## src/rtl/mips_pkg.sv

```systemverilog
// Shared MIPS front-end definitions: opcode constants, fetch FSM state,
// the default reset vector and the fetch buffer entry layout.
package mips_pkg;

    localparam logic [5:0] R_TYPE = 6'h00;
    localparam logic [5:0] ADDI   = 6'h08;
    localparam logic [5:0] ORI    = 6'h0D;
    localparam logic [5:0] LUI    = 6'h0F;
    localparam logic [5:0] LW     = 6'h23;
    localparam logic [5:0] SW     = 6'h2B;
    localparam logic [5:0] BEQ    = 6'h04;
    localparam logic [5:0] BNE    = 6'h05;

    localparam logic [31:0] DEFAULT_RESET_PC = 32'h0040_0000;

    typedef enum logic [0:0] {
        RUN   = 1'b0,
        DRAIN = 1'b1
    } fetchState_e;

    typedef struct packed {
        logic [31:0] pc;
        logic [31:0] instr;
    } fetchEntry_t;

endpackage

```

## src/rtl/fetch_fifo.sv

```systemverilog
// DEPTH-entry {pc, instr} buffer between instruction memory and decode,
// with synchronous flush used on branch redirect.
module fetch_fifo
    import mips_pkg::*;
#(
    parameter int DEPTH = 2
) (
    input  logic                     clk,
    input  logic                     reset,
    input  logic                     flush,
    input  logic                     wrEn,
    input  fetchEntry_t              wrData,
    input  logic                     rdEn,
    output fetchEntry_t              rdData,
    output logic                     empty,
    output logic                     full,
    output logic [$clog2(DEPTH):0]   count
);
    localparam int AW = $clog2(DEPTH);
    localparam int CW = AW + 1;

    fetchEntry_t    mem [DEPTH];
    logic [AW-1:0]  wrPtr;
    logic [AW-1:0]  rdPtr;
    logic           doWr;
    logic           doRd;

    assign empty = (count == '0);
    assign full  = (count == CW'(DEPTH));
    assign doRd  = rdEn && !empty;
    // A read in the same cycle frees the slot, so a full buffer still accepts.
    assign doWr  = wrEn && (!full || doRd);

    always_ff @(posedge clk) begin
        if (reset || flush) begin
            wrPtr <= '0;
            rdPtr <= '0;
            count <= '0;
        end else begin
            if (doWr) wrPtr <= wrPtr + 1'b1;
            if (doRd) rdPtr <= rdPtr + 1'b1;
            count <= count + CW'(doWr) - CW'(doRd);
        end
    end

    always_ff @(posedge clk) begin
        if (doWr) mem[wrPtr] <= wrData;
    end

    assign rdData = mem[rdPtr];

endmodule

```

## src/rtl/instruction_fetch.sv

```systemverilog
// Sequential instruction fetch with credit-limited memory requests and a
// small in-order buffer. Branch redirect support is built with FETCH_REDIRECT_EN.
module instruction_fetch
    import mips_pkg::*;
#(
    parameter logic [31:0] RESET_PC = DEFAULT_RESET_PC,
    parameter int          DEPTH    = 2
) (
    input  logic        clk,
    input  logic        reset,
    output logic        imem_req_valid,
    output logic [31:0] imem_req_addr,
    input  logic        imem_req_ready,
    input  logic        imem_rsp_valid,
    input  logic [31:0] imem_rsp_data,
    output logic        instr_valid,
    output logic [31:0] instr,
    output logic [31:0] instr_pc,
    input  logic        instr_ready,
    input  logic        redirect_valid,
    input  logic [31:0] redirect_pc
);
    localparam int CW = $clog2(DEPTH) + 1;
    localparam logic [CW:0] DEPTH_W = (CW+1)'(DEPTH);

    logic [31:0]   fetchPc;
    logic [CW-1:0] outstanding;
    logic [CW-1:0] inFlightNext;
    logic [CW-1:0] bufCount;
    logic [CW:0]   credit;
    logic          bufEmpty;
    logic          bufFull;
    logic          bufWr;
    fetchEntry_t   bufIn;
    fetchEntry_t   bufHead;
    logic          reqFire;
    logic          decFire;
    logic          running;
    logic          redirect;

`ifdef FETCH_REDIRECT_EN
    fetchState_e   state;
    logic [CW-1:0] dropCnt;
    logic [CW-1:0] dropNext;
    logic          unusedPcBits;

    assign running      = (state == RUN);
    assign redirect     = redirect_valid;
    assign unusedPcBits = ^redirect_pc[1:0];
    assign dropNext     = dropCnt - CW'(imem_rsp_valid);

    always_ff @(posedge clk) begin
        if (reset) begin
            state   <= RUN;
            dropCnt <= '0;
        end else begin
            unique case (state)
                RUN: begin
                    if (redirect_valid) begin
                        // Everything still in flight belongs to the abandoned path.
                        dropCnt <= inFlightNext;
                        if (inFlightNext != '0) state <= DRAIN;
                    end
                end
                DRAIN: begin
                    dropCnt <= dropNext;
                    if (dropNext == '0) state <= RUN;
                end
                default: state <= RUN;
            endcase
        end
    end
`else
    logic unusedRedirect;

    assign running        = 1'b1;
    assign redirect       = 1'b0;
    assign unusedRedirect = redirect_valid ^ (^redirect_pc);
`endif

    assign decFire = instr_valid && instr_ready;
    assign reqFire = imem_req_valid && imem_req_ready;

    // An entry leaving to decode this cycle frees a credit now, which keeps
    // single-cycle memory streaming at one instruction per cycle.
    assign credit         = {1'b0, bufCount} + {1'b0, outstanding} - {{CW{1'b0}}, decFire};
    assign imem_req_valid = !reset && running && (credit < DEPTH_W);
    assign imem_req_addr  = fetchPc;

    assign inFlightNext = outstanding + CW'(reqFire) - CW'(imem_rsp_valid);

    always_ff @(posedge clk) begin
        if (reset) begin
            fetchPc     <= RESET_PC;
            outstanding <= '0;
        end else begin
            outstanding <= inFlightNext;
            if (redirect)     fetchPc <= {redirect_pc[31:2], 2'b00};
            else if (reqFire) fetchPc <= fetchPc + 32'd4;
        end
    end

    // In RUN the in-flight requests are consecutive words ending just below fetchPc.
    assign bufWr       = imem_rsp_valid && running && !redirect;
    assign bufIn.pc    = fetchPc - (32'(outstanding) << 2);
    assign bufIn.instr = imem_rsp_data;

    fetch_fifo #(.DEPTH(DEPTH)) buffer (
        .clk    (clk),
        .reset  (reset),
        .flush  (redirect),
        .wrEn   (bufWr),
        .wrData (bufIn),
        .rdEn   (decFire),
        .rdData (bufHead),
        .empty  (bufEmpty),
        .full   (bufFull),
        .count  (bufCount)
    );

    assign instr_valid = !bufEmpty;
    assign instr       = bufEmpty ? 32'h0 : bufHead.instr;
    assign instr_pc    = bufEmpty ? 32'h0 : bufHead.pc;

    bufNoOverflow: assert property (@(posedge clk) disable iff (reset)
        !(bufFull && imem_rsp_valid));

endmodule

```

## config.mk

```make
export PLATFORM = sky130hd
export DESIGN_NAME = instruction_fetch
export DESIGN_NICKNAME = d
export VERILOG_FILES = /design/src/rtl/mips_pkg.sv /design/src/rtl/fetch_fifo.sv /design/src/rtl/instruction_fetch.sv
export SDC_FILE = /design/constraint.sdc
export NUM_CORES = 1
export LEC_CHECK = 0
export BUFFER_PORTS_ARGS = -buffer_cell sky130_fd_sc_hd__buf_4
export CORE_AREA = 5 5 123 125
export DETAILED_ROUTE_END_ITERATION = 6
export DIE_AREA = 0 0 128 130
export PLACE_DENSITY_LB_ADDON = 0.2
export SETUP_SLACK_MARGIN = 0.1
export SLEW_MARGIN = 25
export SYNTH_ARGS = -nofsm -noshare
export SYNTH_HDL_FRONTEND = slang
export SYNTH_SLANG_ARGS = --single-unit
```

## constraint.sdc

```tcl
create_clock -name clk -period 5.4 [get_ports clk]
set_input_delay 1.08 -clock clk [delete_from_list [all_inputs] [get_ports clk]]
set_output_delay 1.08 -clock clk [all_outputs]
set_load 0.01 [all_outputs]
```

==> results.ini <==
[power]
p_int_mw = 3.118
seq_power_share = 0.381
clockPowerShare = 0.295
p_switching_mw = 1.369
p_per_area_mw_per_mm2 = 496.9
peakVddDrop_uv = 232.1
comb_power_share = 0.325
p_total_mw = 4.487
p_leak_nw = 3.502
p_sw_frac = 0.3050

[clocking]
h-tree-depth = 4
cts_root_buffer = clkbuf_16
cts_made_buffers = 17
clockBufferDepth = 2
clock_latency_ps = 410
postCtsSetupRepairBufs = 0
cts_tree = done
cts_sinks = 161
hold_buffers = 0
clk_pin_slew_ps = 60
post_cts_resized = 0

[timing]
period_minus_slack_ps = 4081
relSlewSlack = 0.3866
hold_viol = 0
finClkSkew_ps = 8.176
rsz0062_at_grt = no
fmax_mhz = 245.0
final.setup.tns_ps = 0
finalSetupViolCount = 0
drv_slew = 0
min_period_over_period = 0.7558
worstMarginPinSlew_ps = 918.2

[synth]
syn_area_mm2 = 0.007297
syn_inst = 592
ys.flop_type = edfxtp_1
synthArstFlopShare = 0
synthTopCellsByArea = edfxtp_1 51%, dfxtp_1 10%, mux2i_1 8.8%
ys_seq_area_frac = 0.6118
synth_top_cell_by_area = edfxtp_1
netlist_top_cells_count = 124 x edfxtp_1, 95 x nor2_1, 64 x mux2i_1, 37 x dfxtp_1, 33 x clkbuf_1
synth_warnings = 0
synth_edf_count = 124
synthDistinctLibCells = 43
syn_area_per_cell_um2 = 12.33
synth_most_common_cell = edfxtp_1
yosys_register_bits = 161
synth_top_area_frac = 0.5103

[placement]
io_buffers = 130
gp_congestion = 0.7697
place_hpwl_um = 9697

[final_layout]
fillers = 1071
antenna_cells = 0
fin_nets = 782
drive_above_1_share = 0.2573
syn2layout_area_growth_pct = 23.75

[flow_run]
maxCapViolations = 0

[floorplan]
num_rows = 43
die_x_um = 128
dieArea_mm2 = 0.01664
initial_utilization = 0.5298
core_mm2 = 0.01377
io_pins = 168
fp.dieH_um = 130

[worst_setup_path]
cp.arrival_ps = 3000
r2r-start = buffer.count[0]$_SDFF_PP0_
start_kind = input port
crit_required_ps = 4320
cp_max_fo = 9
startpoint = instr_ready
crit_type = in -> out
crit_path_end_kind = output pin

[min_path]
hp-start = buffer.rdPtr$_SDFFE_PP0P_
hp-class = reg -> reg

[drt]
wl_per_cell_um = 15.83
viasPerCell = 5.275
vias = 4721
ant_nets = 0
first_iter_violations = 234
drt_wl_total_um = 14170
drt-pass1-iter-count = 4
drc = 0

[grt]
grt_pass1_wl_um = 23090
grt_start_max_net_pins = 63
grt_pass1_vias = 4724
gr-total-overflow = 0
grtUsageTotal = 0.1764
antenna_found_initial = 0

[status]
status = complete, no violations

==> registers in the layout (all words and copies together) (netlist names), named ones only <==
name           flops
buffer.mem       124
imem_req_addr     30
buffer.wrPtr       1
buffer.rdPtr       1
outstanding        2
buffer.count       2
==> area by class of cell <==
type | instances | area (µm²) | share of cell area
Clock buffer | 18 | 429.2 | 0.04753
Clock inverter | 14 | 236.5 | 0.02619
Inverter | 12 | 45.04 | 0.004988
Multi-Input combinational cell | 376 | 2608 | 0.2888
Sequential cell | 161 | 4468 | 0.4948
Tap cell | 180 | 225.2 | 0.02494
Timing Repair Buffer | 134 | 1018 | 0.1128
==> critical path, cell delays in order <==
cell and delay, ps:
buf_4 110, and2_1 150, ha_1 270, inv_1 80, nand2_1 70, fa_1 370
xor2_1 510, nand2_1 100, nor2_1 110, buf_4 130
==> metrics by stage <==
| stage | setup slack [ps] | instances | hold WS, ps | cell area (µm²) | util |
|---|---|---|---|---|---|
| 2_1_floorplan | 868.4 | 595 | 481.1 | 7308 | - |
| 3_3_place_gp | 1138 | 862 | 496.4 | 8344 | 0.6058 |
| 3_5_place_dp | 1093 | 862 | 518.0 | 8344 | 0.6058 |
| 4_1_cts | 1302 | 894 | 530.9 | 9010 | 0.6542 |
| 5_1_grt | 1212 | 895 | 545.5 | 9030 | 0.6556 |
| 6_report | 1319 | 895 | 524.9 | 9030 | 0.6556 |
==> worst paths after layout <==
check                              endpoint  slack [ps]  depth (start not counted)
min reg2reg       buffer.rdPtr$_SDFFE_PP0P_         520                          2
max reg2reg  imem_req_addr[29]$_SDFFE_PP0P_        1800                         11
min               buffer.rdPtr$_SDFFE_PP0P_         520                          2
max                          imem_req_valid        1320                         10
==> cell families (layout without fill, tap and decap cells) <==
family / after synthesis / count (layout) / share of synthesized area
XOR/XNOR: 39 / 39 / 0.04681
multiplexers: 74 / 74 / 0.1032
flip-flops: 161 / 161 / 0.6118
adder cells (fa/ha/maj): 10 / 10 / 0.01921
AO/OA/AOI/OAI: 28 / 28 / 0.02298
buffers and inverters: 58 / 178 / 0.03464
AND/OR/NAND/NOR: 221 / 221 / 0.1608
other: 1 / 4 / 0.0005139
==> routing by layer <==
layer | up-vias | wire length (µm) | global-route usage
met2 | 127 | 7105 | 0.2911
met1 | 2227 | 6269 | 0.2332
met3 | 8 | 698 | 0.03889
met5 | - | 0 | 0
li1 | 2359 | - | -
met4 | 0 | 93 | 0.05993
==> cells in the final DEF (no fill, tap or decap), types with 6 or more instances in the layout <==
cell type	n
nand2_1	19
nand3_1	8
inv_1	12
or4_1	12
nor4_1	12
a21oi_1	12
or3_1	11
nor3_1	12
xnor2_1	13
nor2b_1	13
edfxtp_1	124
mux2i_1	64
clkbuf_16	17
mux2_2	10
buf_4	133
bufinv_16	6
dfxtp_1	36
o21ai_0	6
xor2_1	26
o31ai_1	8
nor2_1	94
ha_1	8
nand4_1	11
==> power groups by stage <==
stage | registers [mW] | logic, mW | clock network, mW
6_report | 1.71 | 1.46 | 1.32
3_5_place_dp | 1.78 | 1.43 | 0
5_1_grt | 1.73 | 1.60 | 1.41
3_3_place_gp | 1.77 | 1.40 | 0
4_1_cts | 1.75 | 1.44 | 1.35
2_1_floorplan | 1.68 | 0.929 | 0
No activity file was read; power rests on OpenSTA's default activity.
